**config.mk**
```make
export PLATFORM = sky130hd
export DESIGN_NAME = scmp_microcode_seq
export DESIGN_NICKNAME = d
export VERILOG_FILES = /design/src/rtl/scmp_microcode_seq.sv
export SDC_FILE = /design/constraint.sdc
export NUM_CORES = 1
export LEC_CHECK = 0
export BUFFER_PORTS_ARGS = -buffer_cell sky130_fd_sc_hd__buf_2
export CORE_UTILIZATION = 25
export DETAILED_ROUTE_END_ITERATION = 10
export PLACE_DENSITY = 0.45
export SLEW_MARGIN = 40
export SYNTH_ARGS = -nofsm -noshare
export SYNTH_HDL_FRONTEND = slang
export SYNTH_SLANG_ARGS = --single-unit
```
**constraint.sdc**
```tcl
create_clock -name clk -period 2.5 [get_ports clk]
set_clock_uncertainty 0.05 [all_clocks]
set_input_delay 0 -clock clk [delete_from_list [all_inputs] [get_ports clk]]
set_output_delay 0 -clock clk [all_outputs]
set_load 0.02 [all_outputs]
```
**src/rtl/scmp_microcode_seq.sv**
```systemverilog
// SC/MP microcode sequencer: micro-PC next-address selection,
// DLY instruction cycle counter and memory-wait stall.
module scmp_microcode_seq #(
  parameter int UPC_W     = 6,
  parameter int FETCH_ADR = 0,
  parameter int DLY_W     = 18
) (
  input  logic             clk,
  input  logic             rst,
  input  logic [UPC_W-1:0] op_pc_i,
  input  logic             op_dly_i,
  input  logic [1:0]       uc_nxt_i,
  input  logic             uc_cond_en_i,
  input  logic             cond_i,
  input  logic [UPC_W-1:0] uc_jmp_addr_i,
  input  logic             bus_wait_i,
  input  logic             dly_load_i,
  input  logic [7:0]       ac_i,
  input  logic [7:0]       disp_i,
  output logic [UPC_W-1:0] upc_o,
  output logic             dly_busy_o,
  output logic             is_dly_o,
  output logic             fetch_o
);

  typedef enum logic [1:0] {
    NXT_SEQ   = 2'd0,
    NXT_JMP   = 2'd1,
    NXT_DISP  = 2'd2,
    NXT_FETCH = 2'd3
  } nxt_e;

  localparam logic [UPC_W-1:0] FETCH_UPC = UPC_W'(FETCH_ADR);

  logic [UPC_W-1:0] upc_q, upc_d;
  logic [DLY_W-1:0] cnt_q, cnt_d;
  logic             busy_q, busy_d;
  logic             is_dly_q, is_dly_d;

  logic [UPC_W-1:0] upc_inc;
  logic [UPC_W-1:0] upc_sel;
  logic             is_dly_sel;
  logic             jmp_take;
  logic [DLY_W-1:0] dly_val;
  nxt_e             nxt;

  assign nxt      = nxt_e'(uc_nxt_i);
  assign upc_inc  = upc_q + UPC_W'(1);
  assign jmp_take = !uc_cond_en_i || cond_i;

  // 13 + 2*ac + 514*disp, with 514*disp split into shifts
  assign dly_val = DLY_W'(13)
                 + (DLY_W'(ac_i) << 1)
                 + (DLY_W'(disp_i) << 9)
                 + (DLY_W'(disp_i) << 1);

  always_comb begin
    upc_sel    = upc_inc;
    is_dly_sel = is_dly_q;
    unique case (nxt)
      NXT_SEQ: begin
        upc_sel = upc_inc;
      end
      NXT_JMP: begin
        upc_sel = jmp_take ? uc_jmp_addr_i : upc_inc;
      end
      NXT_DISP: begin
        upc_sel    = op_pc_i;
        is_dly_sel = op_dly_i;
      end
      NXT_FETCH: begin
        upc_sel    = FETCH_UPC;
        is_dly_sel = 1'b0;
      end
      default: begin
        upc_sel = upc_inc;
      end
    endcase
  end

  always_comb begin
    upc_d    = upc_q;
    cnt_d    = cnt_q;
    busy_d   = busy_q;
    is_dly_d = is_dly_q;
    if (bus_wait_i) begin
      upc_d = upc_q;
    end else if (busy_q) begin
      // busy flag tracks the post-decrement count so it stays registered
      cnt_d  = cnt_q - DLY_W'(1);
      busy_d = (cnt_q != DLY_W'(1));
    end else begin
      upc_d    = upc_sel;
      is_dly_d = is_dly_sel;
      if (dly_load_i) begin
        cnt_d  = dly_val;
        busy_d = (dly_val != '0);
      end
    end
  end

  always_ff @(posedge clk) begin
    if (rst) begin
      upc_q    <= FETCH_UPC;
      cnt_q    <= '0;
      busy_q   <= 1'b0;
      is_dly_q <= 1'b0;
    end else begin
      upc_q    <= upc_d;
      cnt_q    <= cnt_d;
      busy_q   <= busy_d;
      is_dly_q <= is_dly_d;
    end
  end

  assign upc_o      = upc_q;
  assign dly_busy_o = busy_q;
  assign is_dly_o   = is_dly_q;
  assign fetch_o    = (upc_q == FETCH_UPC);

endmodule

```
==> results by group <==
Run status
  – Outcome: complete, no violations

Clocking
  – H-tree levels: 1
  – CTS root buffer: clkbuf_8
  – CTS tree: yes
  – Sink Count: 26
  – Clock Path Buffers: 2
  – CTS buffer count: 3
  – Post-CTS sizing: 0
  – Worst-Skew Late Latency: approximately 280 ps
  – Reg clk slew, reported paths: roughly 100 ps

Logic synthesis
  – Most frequent cell after synthesis: dfxtp_1
  – Syn avg cell area: 7.756 µm²
  – Ys async rst share: 0%
  – Post-synth top area share: around 22%
  – #FFs+latches synth: 26
  – Primary FF master, synth: dfxtp_1
  – Most frequent cells after synthesis: 26 x dfxtp_1, 23 x a21oi_1, 23 x nand2_1
  – Register area share after synthesis: around 22%
  – Synth area leaders: dfxtp_1 22%, ha_1 11%, a21oi_1 4.9%
  – Area leader, netlist: dfxtp_1
  – Syn_nets: 360
  – Post-synth EDFFs: 0
  – YS warnings: 0
  – Post-Synthesis Cells: around 300
  – Count of different cell masters after synthesis: 58
  – Mapped cell area: roughly 2300 µm²

Timing
  – Max-slew headroom: 61.57%
  – Hold Slack: ~22 ps
  – Fmax: 0.4640 GHz
  – Sum Neg Setup Slack: 0 ps
  – Slew @ Worst Pin: around 560 ps
  – Tmin final: about 2200 ps
  – Final hold vios: 0
  – Slew Viols, Final: 0
  – RSZ-0062 raised after global routing: false
  – Final setup vio count: 0
  – Fin crit share: approximately 86%

Drt
  – DRT Wirelength: slightly below 7 mm
  – Via count: roughly 2,400
  – Vias/cell: about 5.3
  – Iteration-0 DRC Markers: roughly 170
  – Routed Antenna Nets: 0
  – Post-route DRC: 0
  – WL/cell: ~15 µm
  – First-pass DRT Iterations: 4

Worst setup path
  – CP Launch Type: flip-flop
  – R2r worst-path depth: 7
  – Register-to-register path setup slack: roughly 340 ps
  – Crit path from: cnt_q[0]
  – Capture point of the worst reg-to-reg path: cnt_q[6]
  – WP data arrival: approximately 2300 ps
  – R2r startpoint: cnt_q[0]
  – WP data required: approximately 2600 ps
  – Worst setup path endpoint: cnt_q[6]
  – Critical Path End Type: flip-flop
  – Max Fanout on Critical Path: 6
  – Crit path kind: reg -> reg

GRT
  – Largest net degree at the start of global routing: 28
  – Gr usage total: 14.10%
  – First-pass GRT wire length: 11.16 mm
  – Initial antenna violation count: 0
  – Vias in the first global route: around 2,200
  – Gr ovfl total: 0

Floorplan
  – Die X: 98.80 µm
  – Row count: 34
  – Num ports: 46
  – Die Y: 98.80 µm
  – Die area: slightly below 10,000 µm²
  – Core area: approximately 9000 µm²
  – Initial Utilization: about a quarter

Pwr
  – PwrDens: between 400 and 500 nW/µm²
  – Total Power: about 0.0013 W
  – Leak: roughly 1.2 nW
  – Maximum VDD drop: roughly 140 µV

Finish
  – Area of the multi-input gates: around 1700 µm²
  – Core Util, Final: a little under a third
  – Share of cells above drive strength 1: a little over a fifth
  – # diodes: 0
  – Final net count: ~410
  – Area grow syn2layout: 19.07%
  – Reg area: around 520 µm²
  – Filler Cell Count: about 940

Min path
  – HP Class: in -> reg

Place
  – IO Port Bufs: 45
  – HPWL Detailed: just over 5 mm
  – Gp weighted congestion: a little over 0.8

Run
  – Max cap viols: 0
## through the flow
step           cells  cell area (µm²)  worst slack (ps)
2_1_floorplan    302             2342             230.5
3_3_place_gp     452             2728             161.3
3_5_place_dp     452             2728             132.6
4_1_cts          457             2789             332.4
5_1_grt          457             2789             132.8
6_report         457             2789             344.9
## sequential cells by signal (all words and copies together) (netlist names)
signal / flops
cnt_q: 18
dly_busy_o: 1
is_dly_o: 1
upc_o: 6
## worst min path at each step
stage | startpoint | endpoint | slack (ps) | depth (start not counted)
floorplan | disp_i[2] | cnt_q[11] | 120 | 2
global placement | op_dly_i | is_dly_o | 250 | 3
detailed placement | op_dly_i | is_dly_o | 250 | 3
CTS | uc_nxt_i[1] | is_dly_o | 20 | 3
global route | uc_nxt_i[1] | is_dly_o | 30 | 3
finish | uc_nxt_i[1] | is_dly_o | 20 | 3
## layout by cell type (no fill, tap or decap), types with 10 or more instances in the layout
cell     netlist  final
dfxtp_1       26     26
buf_4          0     10
ha_1          20     20
buf_2          1     45
nand2_1       23     23
inv_1         18     18
nor2_1        22     22
o21ai_0       17     17
a21oi_1       23     23
nand3_1       13     13
## power by group
group	total, W	internal [W]	switching (W)
Clock	0.000257	0.000109	0.000148
Combinational	0.000563	0.000250	0.000314
Sequential	0.000504	0.000449	0.0000550
## routing by layer
metal | track usage (%) | up-vias | share of wire [%]
li1 | - | 1231 | -
met1 | 19.26 | 1117 | 48
met2 | 23.67 | 77 | 46
met3 | 1.277 | 10 | 3.8
met4 | 3.904 | 0 | 1.5
met5 | 0 | - | 0
## critical path, cell delays in order, from the launching register on
cell	delay, ps
dfxtp_1	380
inv_1	120
ha_1	240
or3b_2	520
nor3_1	170
mux2_2	350
a22oi_1	130
a21oi_1	80
## cell type report
type,instances,area share [%]
flip-flops and latches,26,18.66
well taps,108,4.845
multi-input cells,245,61.10
clock buffers,3,1.480
inverters,18,2.423
repair buffers,57,11.48
## logic make-up (layout without fill, tap and decap cells)
family          count (synthesis)  count (layout)  share of synthesized area, %
compound gates                 94              94                         26.98
xor+xnor                        9               9                         3.366
fa+ha+maj                      21              21                         11.54
buf+inv                        31              78                         5.021
flops                          26              26                         22.22
mux                             9               9                         4.113
simple gates                  112             112                         26.76
## timing repair
action,4_1_cts,5_1_grt
hold buffers,2,0
hold endpoints to repair,2,0
endpoints found under the setup margin,0,0
buffers inserted,0,0
Note: power is estimated with default switching activity, not from simulation.
